==> src/rtl/sigmoid_array.sv <==
// sigmoid_array: stochastic-computing sigmoid over CHANNELS unipolar bitstreams.
// A shared LFSR makes a low-probability bias stream b. Each channel ANDs
// delayed copies of ~x to get k ~ (1-p)^N. A JK flip-flop (J=b, K=k) then settles
// at P(y) = pb / (pb + (1-p)^N). The ones in y are counted over fixed windows
// of enabled cycles.
module sigmoid_array #(
  parameter int         CHANNELS    = 4,
  parameter int         POWER       = 8,
  parameter logic [7:0] SEED        = 8'h54,
  parameter int         BIAS        = 5,
  parameter int         WINDOW_LOG2 = 8
) (
  input  logic                                clk,
  input  logic                                n_rst,
  input  logic                                en,
  input  logic                                gain_sel,
  input  logic [CHANNELS-1:0]                 x,
  output logic [CHANNELS-1:0]                 y,
  output logic [CHANNELS*(WINDOW_LOG2+1)-1:0] count,
  output logic                                count_valid
);

  localparam int                     CW       = WINDOW_LOG2 + 1;
  localparam int                     HALF     = POWER / 2;
  localparam logic [7:0]             BIAS_TH  = 8'(BIAS);
  localparam logic [WINDOW_LOG2-1:0] WIN_LAST = '1;

  // Fibonacci step for x^8 + x^6 + x^5 + x^4 + 1 (taps at bits 7,5,4,3)
  function automatic logic [7:0] lfsr_step(input logic [7:0] s);
    return {s[6:0], s[7] ^ s[5] ^ s[4] ^ s[3]};
  endfunction

  // JK next state: set on J, clear on K, toggle on both, hold on neither
  function automatic logic jk_next(input logic j, input logic k, input logic q);
    return (j & ~q) | (~k & q);
  endfunction

  // ---- stage 0: shared LFSR / bias stream and per-channel ~x delay lines
  logic [7:0]          lfsr_p0;
  logic                bias_p0;
  logic [POWER-1:0]    s_p0 [CHANNELS];
  logic [CHANNELS-1:0] k_p0;

  // Shared LFSR advances once per enabled cycle
  always_ff @(posedge clk or negedge n_rst) begin
    if (!n_rst) begin
      lfsr_p0 <= SEED;
    end else if (en) begin
      lfsr_p0 <= lfsr_step(lfsr_p0);
    end
  end

  assign bias_p0 = (lfsr_p0 < BIAS_TH);

  // Shift the complemented input into each channel's delay line
  always_ff @(posedge clk or negedge n_rst) begin
    if (!n_rst) begin
      for (int c = 0; c < CHANNELS; c++) s_p0[c] <= '0;
    end else if (en) begin
      for (int c = 0; c < CHANNELS; c++) begin
        if (POWER > 1) s_p0[c] <= {s_p0[c][POWER-2:0], ~x[c]};
        else           s_p0[c] <= ~x[c];
      end
    end
  end

  // Gain select picks how many delayed copies are ANDed; it acts at once, no flush
  always_comb begin
    k_p0 = '0;
    for (int c = 0; c < CHANNELS; c++) begin
      k_p0[c] = gain_sel ? (&s_p0[c]) : (&s_p0[c][HALF-1:0]);
    end
  end

  // ---- stage 1: per-channel JK output flip-flops
  logic [CHANNELS-1:0] y_p1;

  // JK update with J = shared bias, K = channel product term
  always_ff @(posedge clk or negedge n_rst) begin
    if (!n_rst) begin
      y_p1 <= '0;
    end else if (en) begin
      for (int c = 0; c < CHANNELS; c++) begin
        y_p1[c] <= jk_next(bias_p0, k_p0[c], y_p1[c]);
      end
    end
  end

  assign y = y_p1;

  // ---- stage 2: window counter, ones accumulators, count snapshot
  logic [WINDOW_LOG2-1:0] win_p2;
  logic [CW-1:0]          acc_p2 [CHANNELS];
  logic [CHANNELS*CW-1:0] count_p2;
  logic                   vld_p2;
  logic                   win_last;

  assign win_last = (win_p2 == WIN_LAST);

  // Accumulate y per window. On the last cycle, publish acc + y and restart at 0.
  // Reusing that cycle for the restart means no sample is lost.
  always_ff @(posedge clk or negedge n_rst) begin
    if (!n_rst) begin
      win_p2   <= '0;
      vld_p2   <= 1'b0;
      count_p2 <= '0;
      for (int c = 0; c < CHANNELS; c++) acc_p2[c] <= '0;
    end else begin
      vld_p2 <= en & win_last;
      if (en) begin
        win_p2 <= win_p2 + WINDOW_LOG2'(1);
        for (int c = 0; c < CHANNELS; c++) begin
          if (win_last) begin
            count_p2[c*CW +: CW] <= acc_p2[c] + CW'(y_p1[c]);
            acc_p2[c]            <= '0;
          end else begin
            acc_p2[c] <= acc_p2[c] + CW'(y_p1[c]);
          end
        end
      end
    end
  end

  assign count       = count_p2;
  assign count_valid = vld_p2;

endmodule

==> config.mk <==
export PLATFORM = sky130hd
export DESIGN_NAME = sigmoid_array
export DESIGN_NICKNAME = d
export VERILOG_FILES = /design/src/rtl/sigmoid_array.sv
export SDC_FILE = /design/constraint.sdc
export NUM_CORES = 1
export LEC_CHECK = 0
export CORE_MARGIN = 2
export CORE_UTILIZATION = 50
export CTS_BUF_LIST = sky130_fd_sc_hd__clkbuf_16
export CTS_CLUSTER_SIZE = 12
export DETAILED_ROUTE_END_ITERATION = 16
export GPL_TIMING_DRIVEN = 1
export HOLD_SLACK_MARGIN = 0.12
export PLACE_DENSITY = 0.71
export SYNTH_ARGS = -nofsm -noshare
export SYNTH_HDL_FRONTEND = slang
export SYNTH_SLANG_ARGS = --single-unit
export TNS_END_PERCENT = 10
==> constraint.sdc <==
create_clock -name clk -period 3.2 [get_ports clk]
set_input_delay 0.96 -clock clk [delete_from_list [all_inputs] [get_ports clk]]
set_output_delay 0.96 -clock clk [all_outputs]
set_load 0.01 [all_outputs]
After elaboration in Yosys (flattened, before gate mapping):

Index checks and enable logic that the tools add are counted.
Widths: inputs -> output; s select.

* bits in registers: 125
* input bits: 8
* output and inout port bits: 41
* logic and storage cells: 65

* add/subtract/negate cells: 5
* $lt $le $gt $ge: 1
* eq/ne operators: 1
* multiplexer cells: 8
* bitwise gates (word level): 28
* reduce and logical (&&, ||, !) cells: 9

Operators with widths (count)
* $add 9x1->9: 4
* $mux 9: 4
* $reduce_and 8->1: 4
* $reduce_and 4->1: 4
* $not 1->1: 12
* $and 1x1->1: 9
* $add 8x1->8 const B: 1
* $eq 8x8->1 const B: 1
* $lt 8x3->1 const B: 1
* $mux 1: 4
* $or 1x1->1: 4
* $xor 1x1->1: 3
* $reduce_and 2->1: 1

Longest topological paths before layout:

* depth after elaboration: 5
* depth in mapped cells: 7

Worst setup path after synthesis:

No wires, ideal clock.

* path kind: in2reg
* from: in en
* to: reg acc_p2[16] (netlist bit)
* setup time: 126 ps
* data arrival time: 1831 ps
* slack: 1243 ps
* stages: 5
* cells stage by stage: buf_4 > inv_2 > or4_1 > nand3_1 > o31ai_2

RTL lines
* start, declared: RTL line 15 `input logic en,`
* end signal, assigned by index: RTL line 117 `acc_p2[c] <= acc_p2[c] + CW'(y_p1[c]);`
* end, declared: RTL line 93 `logic [CW-1:0] acc_p2 [CHANNELS];`

Worst setup path in the final report:

* from: reg y_p1[3], in the netlist y[3]
* to: out y[3]

RTL lines
* start, declared: RTL line 76 `logic [CHANNELS-1:0] y_p1;`
* start signal, assigned by index: RTL line 84 `y_p1[c] <= jk_next(bias_p0, k_p0[c], y_p1[c]);`
* end, declared: RTL line 18 `output logic [CHANNELS-1:0] y,`

No word-level cell between the ends.

==> results list <==
- The worst pin sits at a relative slew slack of a little under three fifths.
- The top cell type by area accounts for a little over half of the synthesized area.
* Post-CTS setup buffer count: 0
- The floorplan step defined a die boundary enclosing around 0.012 sq mm.
- Static timing analysis puts the maximum clock frequency at approximately 420 MHz.
- Library cell with the highest instance count after synthesis: dfrtp_1
* Total CTS buffers: 17
- Buffers added on ports: 48
- Final worst clock skew: 17.9 ps
* End point of the most critical hold path: count[27]
- Of the total power, combinational logic draws between 15 and 20%.
- Overall global routing resource usage: 20.7%
- Post-synth net total: roughly 540
- In this run the standard cell core region covers between 0.01 and 0.015 sq mm.
- In the final layout, the multi-input gates occupy 0.00229 sq mm.
- #FFs+latches synth: 125
* CTS tree: built
- Final number of max-transition violations: 0
- Path depth of the worst reg2reg path: 5
- Dividing the detail-routed wire length by the instance count gives about 15 um.
- In this run, post-CTS repair resized a total of 0 instances.
- Critical Path, Cell by Cell: clkdlybuf4s50_1
- Worst path top cell family by delay: buffers and inverters
- The via count of the first global-routing pass was about 4,000.
* Via density per instance: around 5.5
* Area contributors post-synth: dfrtp_1 55%, mux2_2 6.4%, nand2_1 4.9%
- Register Area: about 0.0031 sq mm
- HPWL after detailed placement: around 7100 um
- After routing, the total negative slack on setup checks comes to 0 ps.
- In this run, synthesis inferred 0 flip-flops with an integrated enable.
* Data required, critical path: ~2200 ps
- Buf/Inv on CP: 1
- The smallest clock period supported by the final layout is computed as roughly 2400 ps.
- Post-synthesis cell type count: 45
* Portion of the post-synthesis area used by sequential elements: 55.9%
- Final-stage net count: 590
- Number of diodes added for antenna fixing: 0
- Placer's final routability congestion estimate: 0.815
* Number of endpoints failing setup at the final stage: 0
* Largest area contributor in the synthesized netlist: dfrtp_1
- Total power: around 5.3 mW
* Clock transition at the registers of the reported paths: roughly 50 ps
- The H-tree was split into 4 levels.
* Sum of routed wire length over all layers: 11,200 um
* Most frequent cells after synthesis: 122 x dfrtp_1, 73 x nand2_1, 41 x nor2_1
* Synth Cell Area: between 0.005 and 0.006 sq mm
- Setup repair after global routing missed its margin: no
- The floorplan has 38 rows.
- Power spread over the standard cell area amounts to 773 mW/mm^2.
- Of the available clock period, the critical path in the final layout requires 74.5%.
- Leakage dissipation: around 3.0 nW
* Classification of the worst-slack hold path: flip-flop to flip-flop
- # DRC: 0
- Entering global routing, the biggest net connects 126 pins.
- In this run, the clock network consumes about 39% of the power.
- Syn Inst Count: ~530
* TritonCTS Sinks: 125
- Run status: complete, no violations
- Critical path endpoint category: output pin
- Synth warn: 0
* Destination of the worst register-to-register timing path: acc_p2[6]
- Sequential cells burn between 40% and 50% of the power.
- Hold path startpoint: count[27]
- Worst skew pair latency: 420 ps
* Peak per-stage delay on the critical path: 570 ps
- The floorplan step set the die height to ~110 um.
- The internal power of the cells totals 3.80 mW.
- The largest individual stage delay along the critical path comes from the cell clkdlybuf4s50_1.
* Maximum vdd drop: between 0.3 and 0.4 mV
- Antenna violations before repair: 0
- Wire length of the first global-routing pass: around 19,000 um
* Global route overflow: 0
- Counting instances, the worst hold path has a depth of 2.
* Hold Fails Final Rpt: 0
* Worst flop-to-flop path startpoint: y[3]
- Count of hold-fix buffers inserted at cts: 0
* Maximum Capacitance Violations: 0
* Dominant synthesized flop cell: dfrtp_1
- The detail route stage leaves a number of antenna-violating nets equal to 0.
* Number of top-level design ports: slightly below 50
- Max FO, Critical Path: 4
- Net Sw Frac: 27.8%
- The worst setup path is launched from a flip-flop.
* Horizontal extent of the die: around 110 um
- Layout cell share with drive strength beyond 1: 13.3%
- For this run, asynchronously set or reset flops after synthesis account for between 90% and 100%.
- From synthesis to final layout, the design area changed by 21.5%.
* Filler cell count: 900
- Kind of critical path: flip-flop to output pin
- Syn_area_per_cell: 10.7 sq um
- Worst-Margin Slew: roughly 670 ps
- Iter 0 DRT Violations: between 200 and 250
- Effective utilization at floorplan: between 50% and 60%
- Switching pwr: between 1 and 1.5 mW
- The tree is rooted in a clkbuf_16.
- CP arrival: around 1400 ps
- The first detailed-routing pass ran for 4 iterations.
* Register-to-register path setup slack: 1410 ps
- The clock passes through at most 2 buffers.
* Vias after detailed routing: approximately 4,000
-- kinds of logic after synthesis --
kind of cell               after synthesis  share of synthesized area [%]
and+or+nand+nor                        187                           15.8
xor gates and xnor gates                27                           4.22
DFF                                    125                           55.9
buffers and inverters                   37                           3.20
muxes                                   32                           6.44
AOI/OAI and AO/OA                      108                           12.4
adders and majority gates                9                           2.01
-- sequential cells by signal, indices dropped and copies added, names as in the netlist --
name         count
s_p0            32
lfsr_p0          8
count           36
y                4
win_p2           8
count_valid      1
acc_p2          36
-- area by class of cell --
cell class              instances  share of cell area (%)
clock inverters                15                    3.00
multi-input cells             363                    33.6
well taps                     140                    2.57
flip-flops and latches        125                    46.0
repair buffers                 55                    7.91
clock buffers                  17                    6.25
inverters                      11                   0.607
-- through the flow --
| step | hold slack, ps | setup slack (ps) | cell area (sq um) | cells | util, % |
|---|---|---|---|---|---|
| final | 473 | 815 | 6800 | 726 | 62.5 |
| after global routing | 495 | 760 | 6800 | 726 | 62.5 |
| after CTS | 478 | 798 | 6800 | 726 | 62.5 |
| after detailed placement | 466 | 641 | 6170 | 694 | 56.7 |
| after global placement | 457 | 675 | 6170 | 694 | 56.7 |
| after floorplan | 459 | 1240 | 5600 | 525 | - |
-- power by group through the flow --
stage	Combinational, mW	Clock, mW	Sequential [mW]
global route	1.06	2.14	2.35
floorplan	0.729	0	2.21
global placement	0.902	0	2.29
CTS	0.947	2.07	2.29
finish	0.935	2.04	2.29
detailed placement	0.936	0	2.31
-- worst max-delay path by stage --
stage / startpoint / to / slack (ps) / cells after the start
after global routing: y[1] / y[1] / 760 / 1
after floorplan: en / acc_p2[16] / 1240 / 5
after CTS: y[3] / y[3] / 800 / 1
final: y[3] / y[3] / 820 / 1
after global placement: en / y[1] / 680 / 5
after detailed placement: en / y[3] / 640 / 5
-- metal layers --
layer  GRT usage, %  up-vias  wire, um
met5              0        -         0
met4           7.59        0       114
met3           5.22       12       472
met2           31.9       88      5290
met1           28.3     1953      5280
li1               -     1960         -
-- cell usage in the layout (no fill, tap or decap), types with 4 or more instances in the layout --
master,instances
dfrtp_1,122
nand2_1,73
clkdlybuf4s50_1,46
nor2_1,41
o21ai_0,39
mux2_2,32
nand3_1,20
a21oi_1,20
xnor2_1,19
clkbuf_16,17
a22o_1,16
nand4_1,15
inv_1,11
and3_1,10
ha_1,9
nor2b_1,8
o2bb2ai_1,8
xor2_1,8
nor3_1,7
buf_4,7
o21ai_1,5
o31ai_1,5
bufinv_16,5
a211oi_1,4
No activity file was read; power rests on OpenSTA's default activity.
==> RTL edit 1, RTL diff (same settings) <==
Change the parameter `POWER` from 8 to 10.
--- a/src/rtl/sigmoid_array.sv
+++ b/src/rtl/sigmoid_array.sv
@@ -5,7 +5,7 @@
 // of enabled cycles.
 module sigmoid_array #(
   parameter int         CHANNELS    = 4,
-  parameter int         POWER       = 8,
+  parameter int         POWER       = 10,
   parameter logic [7:0] SEED        = 8'h54,
   parameter int         BIAS        = 5,
   parameter int         WINDOW_LOG2 = 8
Function: same outputs for any inputs over 10 cycles, from zero or initial values and one cycle with n_rst low; that may be too few to reach the edited logic, so the function may still have changed.
==> RTL edit 1 against the unedited design <==
  * The flow now finishes with violations (DRC)
  * Area after synthesis increased by 6.1%
  * Clock power decreased by 15%
  * Sequential cell count increased by 8
  * Worst setup slack got worse by 0.056 ns
  * Register-to-register slack got worse by 0.19 ns
  * Sequential power increased by 7%
  * Combinational power increased by 4.3%
  * Wire length decreased by 0.38%
  * Maximum frequency decreased by 2.3%
  * Final area increased by 3.2%
  * Total power decreased by 1.8%
  * Largest power group unchanged
==> RTL edit 1: results (changes against the unedited design) <==
* Status: finished, violations left
* Failing checks: DRC
* Fraction of final layout cells sized beyond drive strength 1 at 16.5% (+3.2 points)
* Vias in the first global route at 3909 (-1.5%)
* Post-synth net total at 537 (-0.92%)
* Most frequent cells after synthesis: sky130_fd_sc_hd__dfrtp_1 (130), sky130_fd_sc_hd__nand2_1 (63), sky130_fd_sc_hd__mux2_2 (47)
* M1 wire length at 5.28 mm (about the same)
* Final net count at 585 (-0.85%)
* Total track usage at 18.6% (-2.1 points)
* Pin count of the biggest net entering global routing at 85 (-33%)
* Drt pass-1 iters at 10 (+6)
* Met2 routed WL at 5.15 mm (-2.7%)
* DRC violations left at 2 (+2)
* Crit. Startpoint: y[3]$_DFFE_PN0P_
* Hpwl dp at 7.26 mm (+2.6%)
* Sequential area share after synthesis at 56.1% (+0.14 points)
* Ys Warns at 0 (unchanged)
* Detailed-route wire length per cell at 15.4 um (-0.10%)
* Clock-pin slew of the registers on the worst-case setup and hold paths at 0.05 ns (about the same)
* Starting DRT DRC Count at 302 (+38%)
* Critical R2R Launch: win_p2[3]$_DFFE_PN0P_
* Worst min-delay path category: reg -> reg
* VDD IR max at 0.503 mV (+28%)
* Placer's final routability congestion estimate at 0.785 (-3.6%)
* Critical path arrival at 1.48 ns (+0.06 ns)
* Metal3 WL at 499 um (+5.7%)
* Leakage power summed over all cells at 3.01 nW (+1.4%)
* Number of flip-flops under the largest register name at 40
* Largest stage delay on the critical path at 0.59 ns (+0.02 ns)
* Setup Skew at 0.00732 ns (-0.0106 ns)
* Synth top area cells: sky130_fd_sc_hd__dfrtp_1 (55%), sky130_fd_sc_hd__mux2_2 (8.9%), sky130_fd_sc_hd__nand2_1 (4.0%), sky130_fd_sc_hd__o21ai_0 (3.7%), sky130_fd_sc_hd__xnor2_1 (3.5%)
* Synth cell types at 46 (+2.2%)
* Post-CTS Repair Setup Buffers at 0 (unchanged)
* Hold buffer count at cts at 0 (unchanged)
* Largest delay share family, worst path: buffers and inverters
* Global-route wire length before repair at 18.7 mm (-2.4%)
* Number of vias per cell at 5.48 (-0.95%)
* Hold Crit Start: count[32]$_DFFE_PN0P_
* Relative slew slack at 39.4% (-16 points)
* TritonCTS Buffers at 17 (unchanged)
==> RTL edit 1: cell count changes in the layout (fill, tap and decap cells not counted), moves of 8 or more <==
| cell | unedited run | this run |
|---|---|---|
| sky130_fd_sc_hd__a21oi_1 | 20 | 3 |
| sky130_fd_sc_hd__mux2_2 | 32 | 47 |
| sky130_fd_sc_hd__nor2_1 | 41 | 26 |
| sky130_fd_sc_hd__nand2_1 | 73 | 63 |
| sky130_fd_sc_hd__dfrtp_1 | 122 | 130 |
==> RTL edit 1: final timing paths <==
path | endpoint | slack [ns] | cells past startpoint
max in group asynchronous | lfsr_p0[6]$_DFFE_PN1P_ | 1.87 | 2
worst min register to register | count[32]$_DFFE_PN0P_ | 0.48 | 2
worst max register to register | count[25]$_DFFE_PN0P_ | 1.22 | 4
worst min-delay path | count[32]$_DFFE_PN0P_ | 0.48 | 2
worst max-delay path | y[3] | 0.76 | 1
min in group asynchronous | count[29]$_DFFE_PN0P_ | 0.55 | 1
==> RTL edit 1: per-stage QoR <==
step	setup WS [ns]	std cells	instance area (um^2)	utilization [%]
floorplan	1.24	520	5940	-
global placement	0.666	692	6500	56.4
detailed placement	0.636	692	6500	56.4
CTS	0.732	724	7020	61.0
global route	0.721	724	7020	61.0
finish	0.759	724	7020	61.0
==> RTL edit 1: power by group <==
group	total [mW]	switching [mW]	internal (mW)	leakage, nW
logic	0.975	0.449	0.526	1.05
registers	2.46	0.391	2.07	1.70
clock network	1.73	0.686	1.04	0.261
total	5.16	1.53	3.64	3.01
==> RTL edit 1: final cells by class <==
cell class	count	area, um^2
Clock buffer	17	425
Clock inverter	15	100
Fill cell	955	4490
Inverter	7	26.3
Multi-Input combinational cell	353	2410
Sequential cell	133	3330
Tap cell	143	179
Timing Repair Buffer	56	546
==> RTL edit 1: cells by family after synthesis <==
kind of cell,after synthesis,synth area share [%]
AOI/OAI and AO/OA,103,11.3
xor gates and xnor gates,35,5.16
adders and majority gates,9,1.90
buffers and inverters,34,3.31
DFF,133,56.1
muxes,50,9.67
and+or+nand+nor,156,12.6
==> RTL edit 1: metal layers <==
metal  track usage (%)  vias up
li1                  -     1948
met1              25.0     1920
met2              28.6       81
met3              4.93       15
met4              8.46        0
met5                 0        -
==> RTL edit 2, RTL diff (config.mk and constraints unchanged) <==
Without the edit above. Make the reset (`n_rst`) synchronous in 4 clocked blocks.
--- a/src/rtl/sigmoid_array.sv
+++ b/src/rtl/sigmoid_array.sv
@@ -42,7 +42,7 @@
   logic [CHANNELS-1:0] k_p0;
 
   // Shared LFSR advances once per enabled cycle
-  always_ff @(posedge clk or negedge n_rst) begin
+  always_ff @(posedge clk) begin
     if (!n_rst) begin
       lfsr_p0 <= SEED;
     end else if (en) begin
@@ -53,7 +53,7 @@
   assign bias_p0 = (lfsr_p0 < BIAS_TH);
 
   // Shift the complemented input into each channel's delay line
-  always_ff @(posedge clk or negedge n_rst) begin
+  always_ff @(posedge clk) begin
     if (!n_rst) begin
       for (int c = 0; c < CHANNELS; c++) s_p0[c] <= '0;
     end else if (en) begin
@@ -76,7 +76,7 @@
   logic [CHANNELS-1:0] y_p1;
 
   // JK update with J = shared bias, K = channel product term
-  always_ff @(posedge clk or negedge n_rst) begin
+  always_ff @(posedge clk) begin
     if (!n_rst) begin
       y_p1 <= '0;
     end else if (en) begin
@@ -99,7 +99,7 @@
 
   // Accumulate y per window. On the last cycle, publish acc + y and restart at 0.
   // Reusing that cycle for the restart means no sample is lost.
-  always_ff @(posedge clk or negedge n_rst) begin
+  always_ff @(posedge clk) begin
     if (!n_rst) begin
       win_p2   <= '0;
       vld_p2   <= 1'b0;
Behaviour: no difference found for any inputs over 10 cycles, from zero or initial values and one cycle with n_rst low; that may be too few to reach the edited logic, so the function may still have changed.
==> RTL edit 2 against the unedited design <==
  * Final area is 6.1% lower
  * Area after synthesis is 7.6% lower
  * Final cell count is 9.9% lower
  * Worst setup slack worse by 0.036 ns
  * Largest cell class unchanged
  * Sequential cell count stayed put
  * Highest routed layer unchanged
  * Wire length is 10% lower
  * Critical path type unchanged
Power is not compared: it rests on default switching activity, and its combinational part moved more than twofold at a synthesized area within 25%.
==> RTL edit 2: results (changes against the unedited design) <==
* Vias at 3458 (-14%)
* Synth top area cells: sky130_fd_sc_hd__edfxtp_1 (39%), sky130_fd_sc_hd__dfxtp_1 (22%), sky130_fd_sc_hd__xnor2_1 (4.2%), sky130_fd_sc_hd__and3_1 (3.9%), sky130_fd_sc_hd__nor2_1 (3.1%)
* Relative slew slack at 60.9% (+5.5 points)
* Count of flip-flops with a built-in enable after synthesis at 68 (+68)
* Hpwl dp at 6.33 mm (-11%)
* Critical path arrival at 1.46 ns (+0.04 ns)
* M1 wire length at 4.56 mm (-14%)
* Hold Crit Start: count[16]$_SDFFE_PN0P_
* Share of flip-flops with an asynchronous set or reset after synthesis at 0% (-100 points)
* Routing usage on met1 at 25.5% (-2.8 points)
* Crit. Startpoint: y[0]$_SDFFE_PN0P_
* Setup Skew at 0.00674 ns (-0.0112 ns)
* Timing endpoint of the critical path: y[0]
* Setup slack of the worst register-to-register path at 1.27 ns (-0.14 ns)
* Status: complete, no violations
* Final Instance Count excl. Fillers at 654 (-9.9%)
* Total track usage at 19.2% (-1.5 points)
* Pin count of the biggest net entering global routing at 59 (-53%)
* Starting DRT DRC Count at 172 (-21%)
* Final net count at 522 (-12%)
* TritonCTS Buffers at 17 (unchanged)
* Synth cell types at 34 (-24%)
* Most used flip-flop cell after synthesis: sky130_fd_sc_hd__edfxtp_1
* Leakage power summed over all cells at 2.49 nW
* Post-synth net total at 469 (-13%)
* Placer's final routability congestion estimate at 0.772 (-5.3%)
* Number of cells traversed by the worst register-to-register path at 5 (unchanged)
* Gate Count Post-Synth at 452 (-14%)
* Layout filler cell count at 803 (-11%)
* Critical register-to-register path endpoint: acc_p2[3][7]$_SDFFCE_PN0P_
* Critical R2R Launch: win_p2[0]$_SDFFE_PN0P_
* Metal3 WL at 351 um (-26%)
* Sequential area share after synthesis at 61.6% (+5.6 points)
* Met3 track demand over resource in global routing at 5.44% (+0.23 points)
* Total cell area at the placement stage at 5770 um^2 (-6.5%)
* Detailed-route wire length per cell at 15.3 um (-0.32%)
* Largest stage delay on the critical path at 0.60 ns (+0.03 ns)
* Most frequent cells after synthesis: sky130_fd_sc_hd__edfxtp_1 (68), sky130_fd_sc_hd__dfxtp_1 (57), sky130_fd_sc_hd__nor2_1 (43)
* Vias in the first global route at 3312 (-17%)
* Placed Instances at 622 (-10%)
* Met2 routed WL at 4.91 mm (-7.2%)
* Grt met2 use at 30.3% (-1.7 points)
* Fraction of final layout cells sized beyond drive strength 1 at 8.69% (-4.6 points)
* Drt pass-1 iters at 4 (unchanged)
-- RTL edit 2: cell count changes in the layout (fill, tap and decap cells not counted), moves of 6 or more --
| cell | unedited run | this run |
|---|---|---|
| sky130_fd_sc_hd__dfrtp_1 | 122 | 0 |
| sky130_fd_sc_hd__edfxtp_1 | 0 | 68 |
| sky130_fd_sc_hd__dfxtp_1 | 0 | 57 |
| sky130_fd_sc_hd__nand2_1 | 73 | 27 |
| sky130_fd_sc_hd__mux2_2 | 32 | 0 |
| sky130_fd_sc_hd__and3_1 | 10 | 32 |
| sky130_fd_sc_hd__a22o_1 | 16 | 0 |
| sky130_fd_sc_hd__mux2i_1 | 0 | 16 |
| sky130_fd_sc_hd__o21ai_0 | 39 | 25 |
| sky130_fd_sc_hd__and2_1 | 1 | 14 |
| sky130_fd_sc_hd__o2bb2ai_1 | 8 | 0 |
| sky130_fd_sc_hd__a21oi_1 | 20 | 27 |
| sky130_fd_sc_hd__xnor2_1 | 19 | 25 |
-- RTL edit 2: cells by family (layout without fill, tap and decap cells) --
group,Yosys count,after routing,synth area share [%]
simple gates,173,173,17.4
flops,125,125,61.6
compound gates,63,63,6.92
xor+xnor,37,37,6.27
buf+inv,29,95,2.56
mux,16,16,3.10
fa+ha+maj,9,9,2.18
-- RTL edit 2: worst reg2reg max path, cell delays in order (launching register included) --
cell                      delay (ns)
sky130_fd_sc_hd__dfxtp_1        0.36
sky130_fd_sc_hd__ha_1           0.19
sky130_fd_sc_hd__nand2_1        0.12
sky130_fd_sc_hd__nor3_1         0.30
sky130_fd_sc_hd__or2_2          0.55
sky130_fd_sc_hd__nor2_1         0.13
-- RTL edit 2: stage by stage --
step                      worst slack, ns  hold slack [ns]  utilization (%)
after floorplan                     0.329            0.458                -
after global placement              0.500            0.477             56.7
after detailed placement            0.404            0.481             56.7
after CTS                           0.787            0.491             62.7
after global routing                0.741            0.512             62.7
final                               0.779            0.485             62.7
-- RTL edit 2: how the worst min path moves through the flow --
stage                                   end  slack (ns)  cells past startpoint
floorplan           lfsr_p0[2]$_SDFFE_PN1P_        0.46                      2
global placement     count[16]$_SDFFE_PN0P_        0.48                      2
detailed placement   count[16]$_SDFFE_PN0P_        0.48                      2
CTS                  count[16]$_SDFFE_PN0P_        0.49                      2
global route         count[16]$_SDFFE_PN0P_        0.51                      2
finish               count[16]$_SDFFE_PN0P_        0.48                      2
-- RTL edit 2: layout make-up --
cell class	count	area share (%)
Clock buffer	18	7.05
Clock inverter	14	2.57
Inverter	7	0.411
Multi-Input combinational cell	298	29.1
Sequential cell	125	49.8
Tap cell	136	2.66
Timing Repair Buffer	56	8.38
